## src/rtl/adder_tx_pkg.sv

```systemverilog
// adder_tx_pkg: shared types and constants for the adder result serial transmitter.
//   tx_state_t : frame sequencer states (PARITY always present in the encoding)
//   DATA_BITS  : payload bits per frame
//   FRAME_BITS : bit periods per frame (10, or 11 when ADDER_TX_PARITY_EN is defined)
// Optional feature macro: ADDER_TX_PARITY_EN
package adder_tx_pkg;

  typedef enum logic [2:0] {
    IDLE,
    START,
    DATA,
    PARITY,
    STOP
  } tx_state_t;

  localparam int DATA_BITS = 8;

`ifdef ADDER_TX_PARITY_EN
  localparam int FRAME_BITS = 11;
`else
  localparam int FRAME_BITS = 10;
`endif

endpackage

```

## src/rtl/adder_tx_baud.sv

```systemverilog
// adder_tx_baud: bit-period timer for the serial transmitter.
//   clk      in  : clock, rising edge
//   rst_n    in  : synchronous active-low reset
//   clear    in  : hold/restart the count at 0
//   bit_done out : one-cycle pulse on the last cycle of a bit period
module adder_tx_baud #(
  parameter int CLKS_PER_BIT = 16
) (
  input  logic clk,
  input  logic rst_n,
  input  logic clear,
  output logic bit_done
);

  localparam int CW = (CLKS_PER_BIT > 1) ? $clog2(CLKS_PER_BIT) : 1;
  localparam logic [CW-1:0] LAST = CW'(CLKS_PER_BIT - 1);

  logic [CW-1:0] cnt;

  assign bit_done = (cnt == LAST);

  // The count restarts on its own at the bit boundary, so it never wraps
  // through the unused codes when CLKS_PER_BIT is not a power of two.
  always_ff @(posedge clk) begin
    if (!rst_n || clear || bit_done) cnt <= '0;
    else                             cnt <= cnt + CW'(1);
  end

endmodule

```

## src/rtl/adder_result_tx.sv

```systemverilog
// adder_result_tx: sends one 8-bit adder result per valid/ready handshake as an
// asynchronous serial frame (start, 8 data bits LSB first, [even parity], stop).
//   clk       in  : clock, rising edge
//   rst_n     in  : synchronous active-low reset, aborts any frame in flight
//   data_in   in  : result word, captured on acceptance
//   valid_in  in  : data_in valid
//   ready_out out : idle, a word can be accepted
//   tx_out    out : serial line (registered), idles high
//   busy_out  out : frame in progress
// Optional feature macro: ADDER_TX_PARITY_EN (adds the even-parity bit period)
module adder_result_tx
  import adder_tx_pkg::*;
#(
  parameter int CLKS_PER_BIT = 16,
  parameter int DATA_W       = 8
) (
  input  logic              clk,
  input  logic              rst_n,
  input  logic [DATA_W-1:0] data_in,
  input  logic              valid_in,
  output logic              ready_out,
  output logic              tx_out,
  output logic              busy_out
);

  localparam logic [2:0] LAST_BIT = 3'(DATA_BITS - 1);

  tx_state_t         state, next_state;
  logic [DATA_W-1:0] shreg;
  logic [2:0]        bit_idx;
  logic              bit_done;
  logic              baud_clear;
  logic              accept;
`ifdef ADDER_TX_PARITY_EN
  logic              par_q;
`endif

  adder_tx_baud #(.CLKS_PER_BIT(CLKS_PER_BIT)) u_baud (
    .clk      (clk),
    .rst_n    (rst_n),
    .clear    (baud_clear),
    .bit_done (bit_done)
  );

  assign ready_out = (state == IDLE);
  assign busy_out  = !ready_out;
  assign accept    = valid_in && ready_out;

  always_ff @(posedge clk) begin
    if (!rst_n) state <= IDLE;
    else        state <= next_state;
  end

  always_comb begin
    next_state = state;
    baud_clear = 1'b0;
    case (state)
      IDLE: begin
        // Timer held at zero while idle, so acceptance starts a full period.
        baud_clear = 1'b1;
        if (accept) next_state = START;
      end
      START: if (bit_done) next_state = DATA;
      DATA: begin
        if (bit_done && bit_idx == LAST_BIT) begin
`ifdef ADDER_TX_PARITY_EN
          next_state = PARITY;
`else
          next_state = STOP;
`endif
        end
      end
`ifdef ADDER_TX_PARITY_EN
      PARITY: if (bit_done) next_state = STOP;
`endif
      STOP: if (bit_done) next_state = IDLE;
      default: next_state = IDLE;
    endcase
  end

  // Line register loads the value of the bit period that begins at this edge.
  always_ff @(posedge clk) begin
    if (!rst_n) begin
      tx_out  <= 1'b1;
      shreg   <= '0;
      bit_idx <= '0;
`ifdef ADDER_TX_PARITY_EN
      par_q   <= 1'b0;
`endif
    end else begin
      case (state)
        IDLE: begin
          tx_out  <= 1'b1;
          bit_idx <= '0;
          if (accept) begin
            shreg  <= data_in;
            tx_out <= 1'b0;
`ifdef ADDER_TX_PARITY_EN
            par_q  <= ^data_in;
`endif
          end
        end
        START: if (bit_done) tx_out <= shreg[0];
        DATA: begin
          if (bit_done) begin
            if (bit_idx == LAST_BIT) begin
`ifdef ADDER_TX_PARITY_EN
              tx_out <= par_q;
`else
              tx_out <= 1'b1;
`endif
            end else begin
              shreg   <= shreg >> 1;
              tx_out  <= shreg[1];
              bit_idx <= bit_idx + 3'd1;
            end
          end
        end
        default: if (bit_done) tx_out <= 1'b1;
      endcase
    end
  end

endmodule
```

## config.mk

```make
export PLATFORM = sky130hd
export DESIGN_NAME = adder_result_tx
export DESIGN_NICKNAME = d
export VERILOG_FILES = /design/src/rtl/adder_tx_pkg.sv /design/src/rtl/adder_tx_baud.sv /design/src/rtl/adder_result_tx.sv
export SDC_FILE = /design/constraint.sdc
export NUM_CORES = 1
export LEC_CHECK = 0
export ABC_CLOCK_PERIOD_IN_PS = 2400
export BUFFER_PORTS_ARGS = -buffer_cell sky130_fd_sc_hd__buf_4
export CAP_MARGIN = 20
export CORE_MARGIN = 3
export CORE_UTILIZATION = 54
export DETAILED_ROUTE_END_ITERATION = 12
export MAX_ROUTING_LAYER = met4
export PLACE_DENSITY = 0.85
export SETUP_SLACK_MARGIN = 0.3
export SYNTH_ARGS = -nofsm -noshare
export SYNTH_HDL_FRONTEND = slang
export SYNTH_SLANG_ARGS = --single-unit
export TNS_END_PERCENT = 1
```

## constraint.sdc

```tcl
create_clock -name clk -period 2.4 [get_ports clk]
set_clock_uncertainty 0.2 [all_clocks]
set_input_delay 0.12 -clock clk [delete_from_list [all_inputs] [get_ports clk]]
set_output_delay 0.12 -clock clk [all_outputs]
set_load 0.1 [all_outputs]
```

==> results of run 1 <==
-- worst max-delay path: cells and delay by family, from the launching register on --
family / cells / cell delay (ns)
simple gates: 2 / 0.86
fa+ha+maj: 2 / 0.46
compound gates: 1 / 0.14
flops: 1 / 0.34
-- cells in the final DEF (no fill, tap or decap), drive strengths merged, types with 2 or more instances in the layout --
| cell | instances |
|---|---|
| nor4b | 3 |
| dfxtp | 19 |
| nand2 | 9 |
| and3 | 2 |
| mux2i | 7 |
| nand3b | 2 |
| dlygate4sd3 | 10 |
| nand3 | 5 |
| nand2b | 9 |
| o211ai | 10 |
| nor2 | 5 |
| a21boi | 3 |
| xor2 | 2 |
| clkbuf | 4 |
| buf | 14 |
| a21oi | 4 |
| ha | 3 |
| a41oi | 2 |
| or3 | 2 |
-- logic make-up (layout without fill, tap and decap cells) --
kind of cell / after synthesis / after routing / share of synthesized area
xor+xnor: 2 / 2 / 0.0184
buf+inv: 9 / 30 / 0.0367
mux: 7 / 7 / 0.0735
flops: 19 / 19 / 0.399
fa+ha+maj: 3 / 3 / 0.0394
compound gates: 22 / 22 / 0.172
simple gates: 42 / 42 / 0.261
-- what timing repair did --
action	in CTS	in global routing
hold buffers	10	0
hold endpoints to repair	13	0
setup endpoints to repair	0	2
resized for setup	0	1
-- synthesized netlist by cell type, types with 2 or more instances --
master	number	area, um2
sky130_fd_sc_hd__a21boi_0	2	15.0
sky130_fd_sc_hd__a21oi_1	3	15.0
sky130_fd_sc_hd__a41oi_1	2	17.5
sky130_fd_sc_hd__and3_1	2	12.5
sky130_fd_sc_hd__clkbuf_1	6	22.5
sky130_fd_sc_hd__dfxtp_1	19	380
sky130_fd_sc_hd__ha_1	3	37.5
sky130_fd_sc_hd__inv_1	2	7.51
sky130_fd_sc_hd__mux2i_1	7	70.1
sky130_fd_sc_hd__nand2_1	9	33.8
sky130_fd_sc_hd__nand2b_1	9	56.3
sky130_fd_sc_hd__nand3_1	5	25.0
sky130_fd_sc_hd__nand3b_1	2	15.0
sky130_fd_sc_hd__nor2_1	5	18.8
sky130_fd_sc_hd__nor4b_1	2	17.5
sky130_fd_sc_hd__o211ai_1	10	75.1
sky130_fd_sc_hd__or3_1	2	12.5
sky130_fd_sc_hd__xor2_1	2	17.5
-- registers in the layout (all words and copies together), names as in the netlist --
register and count:
state 3, shreg 8, tx_out 1, bit_idx 3
u_baud.cnt 4
-- area by class of cell --
class,count,area (um2),area share
Clock buffer,4,26.3,0.0222
Inverter,2,11.3,0.00949
Multi-Input combinational cell,76,543,0.458
Sequential cell,19,380,0.321
Tap cell,16,20.0,0.0169
Timing Repair Buffer,24,205,0.173
-- per-stage QoR --
stage,utilization,std cells
after floorplan,-,104
after global placement,0.669,127
after detailed placement,0.669,127
after CTS,0.749,141
after global routing,0.752,141
final,0.752,141
-- power groups by stage --
stage	registers, mW	clock network (mW)	logic [mW]
4_1_cts	0.338	0.160	0.106
5_1_grt	0.340	0.173	0.115
3_3_place_gp	0.344	0	0.0912
3_5_place_dp	0.345	0	0.0926
6_report	0.339	0.156	0.109
2_1_floorplan	0.352	0	0.0616
-- worst max-delay path by stage --
stage / end / slack, ns / depth (start not counted)
after floorplan: tx_out / 0.34 / 5
after global placement: bit_idx[0] / 0.44 / 5
after detailed placement: bit_idx[0] / 0.38 / 5
after CTS: bit_idx[0] / 0.34 / 5
after global routing: shreg[7] / 0.26 / 5
final: bit_idx[0] / 0.34 / 5
-- per-layer routing --
metal / share of wire / up-vias / global-route usage / wire length, um
met2: 0.51 / 15 / 0.356 / 1110
met5: 0 / - / - / 0
met4: 0.017 / 0 / 0.108 / 38
met1: 0.45 / 403 / 0.264 / 984
li1: - / 424 / - / -
met3: 0.022 / 6 / 0.0376 / 48
==> metrics.yaml, run 1 <==
floorplanning:
  ioPinCount: 14
  effective_utilization_at_floorplan: 0.605
  chipHeight_um: 48.0
  overall_die_area_um2: 2310
  chipWidth_um: 48.0
  rows: 14
  coreArea_um2: 1580
placement:
  dp_slack_ns: 0.378
  portBuffers: 13
  gpl.final_weighted_congestion: 0.819
  detailed_place_hpwl_mm: 1.26
  detailed_place.area_um2: 1050
cts:
  tritoncts_num_sinks: 19
  tritoncts: "yes"
  cts-root-to-sink-buffers: 2
  clk_transition_reported_paths_ns: 0.10
  htree_num_levels: 1
  clockRootBuffer: "sky130_fd_sc_hd__clkbuf_4"
  clock_latency_of_the_later_clocked_register_in_the_worst_skew_pair_ns: 0.29
  tritoncts.num_buffers: 3
  postCtsSetupRepairBufs: 0
synth:
  syn-num-nets: 118
  synth_seq_area_share: 0.399
  async_reset_ff_frac: 0
  count_of_unique_library_cells_instantiated_by_yosys: 30
  synth_cells: 104
  syn_area_um2: 953
  synthesized_area_per_cell_um2: 9.17
  edff_count_synth: 0
  synth-seq-cells: 19
  yosys_most_used_dff: "sky130_fd_sc_hd__dfxtp_1"
  synth-warning-count: 0
critical_path:
  critical_path_data_required_time_ns: 2.43
  timing.critical_path.mode_cell: "sky130_fd_sc_hd__ha_1"
  crit_chain: "ha_1 > ha_1 > or4b_4 > or3_1 > a21boi_1"
  critPathLaunchType: "flip-flop"
  worst_path_max_delay_cell: "sky130_fd_sc_hd__or4b_4"
  crit_start: "bit_idx[0]"
  worst_r2r_startpoint: "bit_idx[0]"
  type_of_destination_of_the_critical_path: "flip-flop"
  worst-path-max-fanout: 5
  crit_path_dat_ns: 2.08
  rrSetupSlack_ns: 0.34
  critical_path_max_stage_delay_ns: 0.53
  timing_worst_setup_path_type: "reg2reg"
  worstRegToRegCells: 5
  capturing_point_of_the_worst_reg2reg_path: "bit_idx[0]"
grt:
  grt_pass1_wl_mm: 3.42
  grt.total_usage: 0.221
  grt_overflow_total: 0
  first_global_vias: 783
  grt_max_degree: 25
  antenna_found_initial: 0
run_status:
  run_status: "complete, no violations"
hold_path:
  worst_hold_startpoint: "u_baud.cnt[0]"
  hold_end: "u_baud.cnt[0]"
  min_path_cells: 1
  min_path_type: "reg2reg"
drt:
  avgViaCountPerCell: 6.01
  route.detailed.drc: 0
  drt-initial-drc-count: 21
  avgRoutedWirePerCell_um: 15.5
  detail_route.wirelength_mm: 2.18
  detailroute.via_count: 848
  drt_pre_antenna_iters: 4
  antenna_violating_nets_post_route: 0
power_and_ir_drop:
  p_comb_frac: 0.180
  power_density_nw_per_um2: 508
  p_int_mw: 0.440
  post-layout-total-power_mw: 0.603
  power_frac_seq: 0.562
  net_switching_fraction_of_the_power: 0.270
  leakage_nw: 0.475
  share_of_total_power_in_the_clock_network: 0.258
  power.switching_mw: 0.163
  vdd_ir_drop_max_uv: 457
timing:
  worst_slew_margin_rel: 0.630
  timing.final.crit_share: 0.858
  finalMaxSlewViolations: 0
  hold_viol: 0
  setup-violations-final: 0
  finalWorstPathRequiredPeriod_ns: 2.06
  worst_hold_margin_ns: 0.255
  setup_tns_ns: 0
  finalWorstSetupSlack_ns: 0.341
  grt_setup_unrepaired: "yes"
  max_clock_freq_mhz: 486
  max_slew.worst_pin.slew_ns: 0.554
job:
  max-cap-violations: 0
final_layout:
  area_delta_synth_final_pct: 24.4
  drive_gt1_frac: 0.184
  fillers: 116
  final_net_count: 140
  final_area_um2: 1190
  antennaDiodeCount: 0
(Power assumes the default switching activity.)
==> run 2, diff against run 1 <==
Settings changed: SYNTH_HIERARCHICAL from default to 1.
==> run 2 against run 1 <==
Effect of this change:
- die area increased by 3.3%
- largest power group unchanged
- via count grew 3.1%
- sequential power is 1% higher
- synthesized cell count decreased by 3.8%
- maximum frequency shrank 0.66%
- final area increased by 4.3%
- global-route usage down 0.11 points
- critical endpoint is now ready_out
- worst setup slack lost 0.014 ns
==> metrics.yaml, run 2 <==
critical_path:
  critical_path_data_required_time_ns: 2.08
  crit_path_dat_ns: 1.75
  critPathLaunchType: "flip-flop"
  rrSetupSlack_ns: 0.35
  capturing_point_of_the_worst_reg2reg_path: "bit_idx[0]"
  timing_worst_setup_path_type: "reg2out"
  worstRegToRegCells: 5
  type_of_destination_of_the_critical_path: "output pin"
  worst-path-max-fanout: 11
  worst_r2r_startpoint: "bit_idx[0]"
synth:
  yosysTopAreaCellShare: 0.384
  async_reset_ff_frac: 0
  simple_gate_share_of_the_synthesized_area: 0.220
  synth_seq_area_share: 0.384
  synth-compound-area-share: 0.193
  synth_xor_xnor_area_share: 0.0177
  count_of_unique_library_cells_instantiated_by_yosys: 35
  synthAdderAreaFrac: 0.0379
  synthesized_area_per_cell_um2: 9.90
  syn_area_um2: 990
  synth_commonest_cells: "sky130_fd_sc_hd__dfxtp_1 (19), sky130_fd_sc_hd__a211oi_1 (15), sky130_fd_sc_hd__mux2i_1 (9)"
  synth.mux.area_fraction: 0.0910
  synth-seq-cells: 19
  synth_top_cells_by_area: "sky130_fd_sc_hd__dfxtp_1 (38%), sky130_fd_sc_hd__a211oi_1 (11%), sky130_fd_sc_hd__mux2i_1 (9.1%), sky130_fd_sc_hd__ha_1 (3.8%), sky130_fd_sc_hd__nor4b_4 (2.4%)"
  combinational_family_with_the_most_area_after_synthesis: "simple AND/OR/NAND/NOR gates"
  synth_cells: 100
  synth-warning-count: 6
  syn-num-nets: 114
  synth_top_cell_by_area: "sky130_fd_sc_hd__dfxtp_1"
  yosys_most_used_dff: "sky130_fd_sc_hd__dfxtp_1"
  edff_count_synth: 0
  synthMostInstantiatedCell: "sky130_fd_sc_hd__dfxtp_1"
placement:
  portBuffers: 13
  gpl.final_weighted_congestion: 0.817
  place.detailed.instances: 132
  detailed_place_hpwl_mm: 1.37
  dp_slack_ns: 0.376
floorplanning:
  chipWidth_um: 48.8
  coreArea_um2: 1610
  effective_utilization_at_floorplan: 0.614
  chipHeight_um: 48.8
  rows: 14
  ioPinCount: 14
  overall_die_area_um2: 2380
timing:
  worst_slew_margin_rel: 0.495
  finalWorstPathRequiredPeriod_ns: 2.07
  hold_viol: 0
  setup_tns_ns: 0
  max_slew.worst_pin.slew_ns: 0.755
  finalWorstSetupSlack_ns: 0.327
  max_clock_freq_mhz: 482
  setup-violations-final: 0
  timing.final.crit_share: 0.864
  grt_setup_unrepaired: "yes"
  finalMaxSlewViolations: 0
hold_path:
  min_path_cells: 1
  hold_end: "u_baud/cnt[0]"
  min_path_type: "reg2reg"
  worst_hold_startpoint: "u_baud/cnt[0]"
job:
  max-cap-violations: 0
drt:
  avgRoutedWirePerCell_um: 15.3
  detailroute.via_count: 874
  drt_pre_antenna_iters: 4
  drt-initial-drc-count: 12
  avgViaCountPerCell: 5.91
  antenna_violating_nets_post_route: 0
  detail_route.wirelength_mm: 2.26
  route.detailed.drc: 0
cts:
  cts-root-to-sink-buffers: 2
  clk_transition_reported_paths_ns: 0.11
  tritoncts_num_sinks: 19
  tritoncts.num_buffers: 3
  htree_num_levels: 1
  tritoncts: "yes"
  post_cts_sizing_count: 0
  clockRootBuffer: "sky130_fd_sc_hd__clkbuf_4"
  clock_latency_of_the_later_clocked_register_in_the_worst_skew_pair_ns: 0.29
power_and_ir_drop:
  post-layout-total-power_mw: 0.623
  vdd_ir_drop_max_uv: 397
  power_density_nw_per_um2: 504
  leakage_nw: 0.461
final_layout:
  final_net_count: 139
  area_delta_synth_final_pct: 25.0
  final_common_cell: "sky130_fd_sc_hd__dfxtp_1"
  drive_gt1_frac: 0.234
  largest_register_ffs: 8
  reg_top3: "shreg: 8 flops, u_baud/cnt: 4 flops"
  postLayoutCoreUtil: 0.768
  instances_no_fill: 148
  antennaDiodeCount: 0
  mostFrequentLayoutCells: "sky130_fd_sc_hd__dfxtp_1 (19), sky130_fd_sc_hd__buf_4 (17), sky130_fd_sc_hd__a211oi_1 (15), sky130_fd_sc_hd__dlygate4sd3_1 (10), sky130_fd_sc_hd__mux2i_1 (9)"
  max_flop_register: "shreg"
grt:
  antenna_found_initial: 0
  grt.total_usage: 0.220
  grt_overflow_total: 0
  grt_pass1_wl_mm: 3.98
  grt_max_degree: 18
  first_global_vias: 878
run_status:
  run_status: "complete, no violations"
run 2: cell types whose count changed after synthesis, moves of 3 or more:
| cell | delta |
|---|---|
| sky130_fd_sc_hd__o211ai_1 | -8 |
| sky130_fd_sc_hd__clkbuf_1 | -3 |
| sky130_fd_sc_hd__a211oi_1 | +15 |
| sky130_fd_sc_hd__nand2b_1 | -6 |
| sky130_fd_sc_hd__nand2_1 | -8 |
run 2: timing repair:
| action | CTS | global route |
|---|---|---|
| hold buffers | 10 | 0 |
| endpoints found under the setup margin | 0 | 7 |
| setup buffers | 0 | 2 |
| hold endpoints to repair | 12 | 0 |
run 2: worst max path at each step:
stage	from	end	slack [ns]	cells past startpoint
2_1_floorplan	state[2]	u_baud/cnt[3]	0.32	5
3_3_place_gp	bit_idx[0]	bit_idx[0]	0.44	5
3_5_place_dp	bit_idx[0]	bit_idx[0]	0.38	5
4_1_cts	state[2]	ready_out	0.33	3
5_1_grt	state[2]	ready_out	0.24	3
6_report	state[2]	ready_out	0.33	3
run 2: logic make-up (layout without fill, tap and decap cells):
kind of cell	count (synthesis)	after routing
AOI/OAI and AO/OA	26	26
xor gates and xnor gates	2	2
adders and majority gates	3	3
buffers and inverters	11	35
DFF	19	19
muxes	9	9
and+or+nand+nor	30	30
run 2: per-stage QoR:
| stage | hold WS (ns) | cell area [um2] |
|---|---|---|
| finish | 0.271 | 1240 |
| CTS | 0.271 | 1220 |
| global placement | 0.186 | 1100 |
| detailed placement | 0.191 | 1100 |
| global route | 0.295 | 1240 |
| floorplan | 0.0113 | 1000 |
run 2: report_power, final:
| group | internal, mW | switching, mW | leakage [nW] |
|---|---|---|---|
| Combinational | 0.0489 | 0.0674 | 0.290 |
| Clock | 0.0646 | 0.0988 | 0.0150 |
| Sequential | 0.330 | 0.0133 | 0.156 |
| Total | 0.444 | 0.179 | 0.461 |
run 2: metal layers:
metal  vias to the layer above  share of wire  track usage
li1                        423              -            -
met1                       418           0.46        0.260
met2                        31           0.49        0.364
met3                         2          0.046       0.0428
met4                         0         0.0084       0.0948
met5                         -              0            -
run 2: cell type report:
cell class,count,area (um2)
fill,104,374
sequential,19,380
timing repair buffer,27,228
multi-input combinational,70,554
tap,24,30.0
clock buffer,4,26.3
inverter,4,18.8
run 2: critical path, stage by stage, from the launching register on:
cell	delay (ns)
sky130_fd_sc_hd__dfxtp_1	0.46
sky130_fd_sc_hd__or3_1	0.56
sky130_fd_sc_hd__clkinvlp_4	0.15
sky130_fd_sc_hd__buf_4	0.29
